$ cat src/rtl/shiftreg_deser.sv
// shiftreg_deser: serial-to-parallel receiver for the universal shift register link.
// Collects sin bits (qualified by sin_vld, framed by sync) into WIDTH-bit words and
// queues completed words in a 2-entry FIFO read through pout/pout_vld/pout_rdy.
// Optional build macro SHIFTREG_DESER_PARITY_EN: each word is followed by an even
// parity bit; words failing parity are dropped and perr is set (sticky).
// Ports:
//   clk, rst      clock (rising edge), synchronous active-high reset
//   en            receiver enable; low returns to IDLE and drops the partial word
//   sin, sin_vld  serial bit and its strobe
//   sync          marks the strobed bit as bit 0 of a new word
//   pout, pout_vld, pout_rdy   head of the output FIFO and its handshake
//   busy          partial word in progress
//   ovf           sticky overrun (word dropped on full FIFO)
//   perr          sticky parity error (0 when parity is not built in)
module shiftreg_deser #(
   parameter int unsigned WIDTH     = 8,
   parameter bit          MSB_FIRST = 1'b1
) (
   input  logic             clk,
   input  logic             rst,
   input  logic             en,
   input  logic             sin,
   input  logic             sin_vld,
   input  logic             sync,
   output logic [WIDTH-1:0] pout,
   output logic             pout_vld,
   input  logic             pout_rdy,
   output logic             busy,
   output logic             ovf,
   output logic             perr
);

`ifdef SHIFTREG_DESER_PARITY_EN
   localparam int unsigned FRAME = WIDTH + 1;
`else
   localparam int unsigned FRAME = WIDTH;
`endif
   localparam int unsigned CNT_W = $clog2(FRAME + 1);

   typedef enum logic {IDLE, RECV} state_e;

   state_e             state_q, state_d;
   logic [CNT_W-1:0]   count_q, count_d;
   logic [WIDTH-1:0]   shift_q, shift_d;
   logic [WIDTH-1:0]   buf0_q, buf0_d;
   logic [WIDTH-1:0]   buf1_q, buf1_d;
   logic [1:0]         occ_q, occ_d;
   logic               pout_vld_q, pout_vld_d;
   logic               busy_q, busy_d;
   logic               ovf_q, ovf_d;
   logic               perr_q, perr_d;

   logic [WIDTH-1:0]   shift_nxt;
   logic [WIDTH-1:0]   word_c;
   logic               push_c;
   logic               perr_set_c;
   logic               take_c;
   logic               pop_c;

   // State register
   always_ff @(posedge clk) begin
      if (rst) state_q <= IDLE;
      else     state_q <= state_d;
   end

   // Next-state logic
   always_comb begin
      state_d = state_q;
      if (!en)
         state_d = IDLE;
      else if (state_q == IDLE && sin_vld && sync)
         state_d = RECV;
   end

   // Shift register with the incoming bit inserted on the side chosen by MSB_FIRST
   always_comb begin
      shift_nxt = MSB_FIRST ? {shift_q[WIDTH-2:0], sin} : {sin, shift_q[WIDTH-1:1]};
   end

   // Bit accumulation and word completion
   always_comb begin
      count_d    = count_q;
      shift_d    = shift_q;
      push_c     = 1'b0;
      perr_set_c = 1'b0;
      word_c     = shift_nxt;
      // In IDLE only a sync-marked bit is accepted
      take_c     = en && sin_vld && (state_q == RECV || sync);
      if (!en) begin
         count_d = '0;
      end else if (take_c) begin
         if (sync) begin
            // Start or resync: this bit is bit 0 regardless of partial progress
            shift_d = shift_nxt;
            count_d = CNT_W'(1);
         end else if (count_q == CNT_W'(FRAME - 1)) begin
`ifdef SHIFTREG_DESER_PARITY_EN
            // Parity slot: word already assembled, sin is the even-parity bit
            count_d = '0;
            word_c  = shift_q;
            if ((^shift_q) == sin) push_c = 1'b1;
            else                   perr_set_c = 1'b1;
`else
            shift_d = shift_nxt;
            count_d = '0;
            push_c  = 1'b1;
`endif
         end else begin
            shift_d = shift_nxt;
            count_d = count_q + CNT_W'(1);
         end
      end
   end

   // Output FIFO and flag updates; buf0 is always the head shown on pout
   always_comb begin
      buf0_d = buf0_q;
      buf1_d = buf1_q;
      occ_d  = occ_q;
      ovf_d  = ovf_q;
      perr_d = perr_q | perr_set_c;
      pop_c  = pout_vld_q && pout_rdy;
      case ({push_c, pop_c})
         2'b10: begin
            case (occ_q)
               2'd0: begin
                  buf0_d = word_c;
                  occ_d  = 2'd1;
               end
               2'd1: begin
                  buf1_d = word_c;
                  occ_d  = 2'd2;
               end
               default: ovf_d = 1'b1;
            endcase
         end
         2'b01: begin
            buf0_d = buf1_q;
            occ_d  = occ_q - 2'd1;
         end
         2'b11: begin
            // Occupancy unchanged; head advances
            if (occ_q == 2'd2) begin
               buf0_d = buf1_q;
               buf1_d = word_c;
            end else begin
               buf0_d = word_c;
            end
         end
         default: ;
      endcase
      pout_vld_d = (occ_d != 2'd0);
      busy_d     = (count_d != '0);
   end

   // Datapath registers
   always_ff @(posedge clk) begin
      if (rst) begin
         count_q    <= '0;
         shift_q    <= '0;
         buf0_q     <= '0;
         buf1_q     <= '0;
         occ_q      <= 2'd0;
         pout_vld_q <= 1'b0;
         busy_q     <= 1'b0;
         ovf_q      <= 1'b0;
         perr_q     <= 1'b0;
      end else begin
         count_q    <= count_d;
         shift_q    <= shift_d;
         buf0_q     <= buf0_d;
         buf1_q     <= buf1_d;
         occ_q      <= occ_d;
         pout_vld_q <= pout_vld_d;
         busy_q     <= busy_d;
         ovf_q      <= ovf_d;
         perr_q     <= perr_d;
      end
   end

   assign pout     = buf0_q;
   assign pout_vld = pout_vld_q;
   assign busy     = busy_q;
   assign ovf      = ovf_q;
   assign perr     = perr_q;

endmodule

$ cat config.mk
export PLATFORM = sky130hd
export DESIGN_NAME = shiftreg_deser
export DESIGN_NICKNAME = d
export VERILOG_FILES = /design/src/rtl/shiftreg_deser.sv
export SDC_FILE = /design/constraint.sdc
export NUM_CORES = 1
export LEC_CHECK = 0
export CAP_MARGIN = 20
export CORE_MARGIN = 2
export CORE_UTILIZATION = 48
export CTS_CLUSTER_DIAMETER = 80
export DETAILED_ROUTE_END_ITERATION = 10
export PLACE_DENSITY = 0.73
export SLEW_MARGIN = 30
export SYNTH_ARGS = -nofsm -noshare
export SYNTH_HDL_FRONTEND = slang
export SYNTH_SLANG_ARGS = --single-unit
$ cat constraint.sdc
create_clock -name clk -period 2.3 [get_ports clk]
set_clock_uncertainty 0.2 [all_clocks]
set_input_delay 0.575 -clock clk [delete_from_list [all_inputs] [get_ports clk]]
set_output_delay 0.575 -clock clk [all_outputs]
set_load 0.005 [all_outputs]
==> impl_metrics.csv <==
group,metric,value,unit
clock_network,cts.sinks,33,
worst_setup_path,worst-setup-path-type,"in -> reg",
sta,timing.final.max_slew_violations,0,
synthesis,yosysMostFrequentCell,"dfxtp_1",
clock_network,numCtsBuffers,5,
worst_setup_path,startpoint_type,"input port",
final_layout,syn2layout_area_growth,35.95,%
sta,finalCritPeriodShare,95.91,%
global_routing,antenna_found_initial,0,
global_routing,grt_pass1_vias,1341,
worst_setup_path,cp-end-kind,"flop",
final_layout,nNetsFinal,211,
clock_network,htreeDepth,2,
synthesis,ys_ff_latch,33,
synthesis,synth_edf_count,0,
final_layout,diodes,0,
detailed_routing,dr.pass1.iters,5,
sta,finalSetupViolCount,0,
power,p_sw,0.2990,mW
global_routing,track_usage,23.08,%
synthesis,syn_inst,164,
power,cellLeakagePower,0.7697,nW
synthesis,synth_top_area_cell,"dfxtp_1",
detailed_routing,avgRoutedWirePerCell,15.94,um
detailed_routing,antenna_left,0,
placement,numPortBuffers,17,
synthesis,yosys_warnings,0,
synthesis,yosysUniqueCellTypes,33,
synthesis,synthTopCellsByArea,"dfxtp_1 (45%), ha_1 (6.8%), a221oi_1 (6.0%)",
run,drv_cap,0,
power,p_int,0.8384,mW
detailed_routing,vias,1330,
final_layout,design_area,1997,um^2
global_routing,grt_max_degree,28,
power,finalPower,1.137,mW
worst_hold_path,hold_start,"ovf",
detailed_routing,wirelength,3650,um
detailed_routing,drc,0,
power,swShare,26.29,%
clock_network,path_clk_slew,0.09,ns
floorplanning,die_w,59.32,um
placement,place_hpwl,2283,um
clock_network,cts_tree,"done",
worst_hold_path,hold_class,"reg -> reg",
synthesis,synth-main-ff-cell,"dfxtp_1",
sta,layout_min_cycle_time,2.206,ns
global_routing,overflow,0,
placement,placed_cell_area,1762,um^2
worst_setup_path,cp_max_fo,8,
global_routing,grt_pass1_wl,5947,um
worst_setup_path,reg2reg_from,"count_q[0]",
power,combPwrFrac,17.6,%
floorplanning,row_count,20,
detailed_routing,drtIter0Drc,58,
synthesis,synth_nets,179,
power,power_frac_clock,28.8,%
floorplanning,core-area,2978,um^2
final_layout,final_layout_size_suffix_gt1_share,23.98,%
sta,hold_viol,0,
worst_setup_path,crit_path_start,"sync",
placement,gp_congestion,0.8154,
final_layout,post-route-util,67.06,%
worst_setup_path,worst_ep_arrival_time,2.22,ns
synthesis,syn_area,1469,um^2
floorplanning,start_util,49.33,%
sta,setup-tns-final,0,ns
floorplanning,pin_count,19,
clock_network,root_buffer,"clkbuf_4",
synthesis,syn_avg_cell_area,8.957,um^2
power,ir_worst_vdd,0.4150,mV
floorplanning,die_h,59.32,um
clock_network,cts_buffer_depth,2,
clock_network,insertion_delay,0.33,ns
power,powerDensity,569.6,nW/um^2
synthesis,yosys.area.top_type_share,44.97,%
worst_setup_path,rrSetupSlack,0.11,ns
sta,max_freq,0.4533,GHz
synthesis,synth_common_cells,"dfxtp_1 (33), nor2_1 (22), nand2_1 (17)",
floorplanning,die_area,3519,um^2
synthesis,async_flop_share,0,%
power,seqPwrFrac,53.7,%
worst_setup_path,critPathRequiredTime,2.31,ns
synthesis,synth-seq-area-share,44.97,%
detailed_routing,vias_per_cell,5.808,
run_status,status,"completed",
## cell type report
type	count	area, um^2
clock buffers	7	55.05
fillers	248	980.9
inverters	8	30.03
multi-input cells	115	899.6
flip-flops and latches	33	660.6
well taps	33	41.29
repair buffers	33	310.3
## per-layer routing
| layer | global-route usage, % | vias to the layer above | part of all wire [%] |
|---|---|---|---|
| met5 | 0 | - | 0 |
| met4 | 14.29 | 0 | 3.3 |
| met3 | 7.205 | 11 | 5.0 |
| met2 | 39.72 | 42 | 53 |
| met1 | 24.21 | 636 | 39 |
| li1 | - | 641 | - |
## flip-flops by register name (all words and copies together) (netlist names)
name	cells
buf1_q	8
busy	1
count_q	4
occ_q	2
ovf	1
pout	8
pout_vld	1
shift_q	7
state_q	1
## layout by cell type, fill, tap and decap left out, types with 2 or more instances in the layout
cell type and n:
dfxtp_1 33, a21oi_1 10, buf_6 2, mux2i_1 7, nand3_1 4, nor3_1 7, nand3b_1 2, nand2b_4 2
ha_1 4, nor2b_1 2, clkbuf_4 5, a221oi_1 2, nand2_1 16, ha_2 2, inv_1 7, a221oi_4 2
buf_4 13, clkdlybuf4s50_1 14, dlygate4sd2_1 2, ha_4 2, o21ai_0 2, a221oi_2 6, a211oi_1 2, nor2_1 21
## worst paths after layout
check	depth (start not counted)	end
min	2	ovf
max reg2reg	10	pout[0]
max	11	pout[0]
min reg2reg	2	ovf
## what timing repair did
| item | CTS | global route |
|---|---|---|
| setup buffers | 0 | 1 |
| resized for setup | 21 | 12 |
| hold buffers | 0 | 0 |
| pin swaps | 7 | 10 |
| endpoints found under the setup margin | 16 | 18 |
## through the flow
| step | hold slack (ns) | cells | setup slack (ns) |
|---|---|---|---|
| 3_3_place_gp | 0.2495 | 221 | -0.3909 |
| 4_1_cts | 0.2889 | 228 | 0.004551 |
| 5_1_grt | 0.3272 | 229 | -0.006920 |
| 6_report | 0.2831 | 229 | 0.09404 |
| 2_1_floorplan | 0.2488 | 164 | 0.01469 |
| 3_5_place_dp | 0.2691 | 221 | -0.4588 |
## kinds of logic (layout without fill, tap and decap cells)
logic type	Yosys count	count (layout)	share of synthesized area, %
other	1	1	0.2553
muxes	8	8	5.452
buffers and inverters	16	48	5.706
adders and majority gates	8	8	6.815
DFF	33	33	44.97
and+or+nand+nor	62	62	19.25
xor gates and xnor gates	1	1	0.5964
AOI/OAI and AO/OA	35	35	16.95
## critical path, cell delays in order
cell and delay [ns]:
dlygate4sd2_1 0.26, o211ai_2 0.20, nor2_1 0.08, nand2_1 0.12, inv_2 0.08, ha_4 0.19
a21oi_2 0.15, nor2_2 0.06, buf_6 0.15, a221oi_4 0.30, nor3_2 0.07
## power by group through the flow
stage / Sequential (mW) / Clock (mW) / Combinational [mW]
3_5_place_dp: 0.622 / 0 / 0.168
3_3_place_gp: 0.620 / 0 / 0.161
5_1_grt: 0.613 / 0.362 / 0.218
6_report: 0.610 / 0.327 / 0.200
2_1_floorplan: 0.622 / 0 / 0.0888
4_1_cts: 0.610 / 0.329 / 0.184
(Power assumes the default switching activity.)
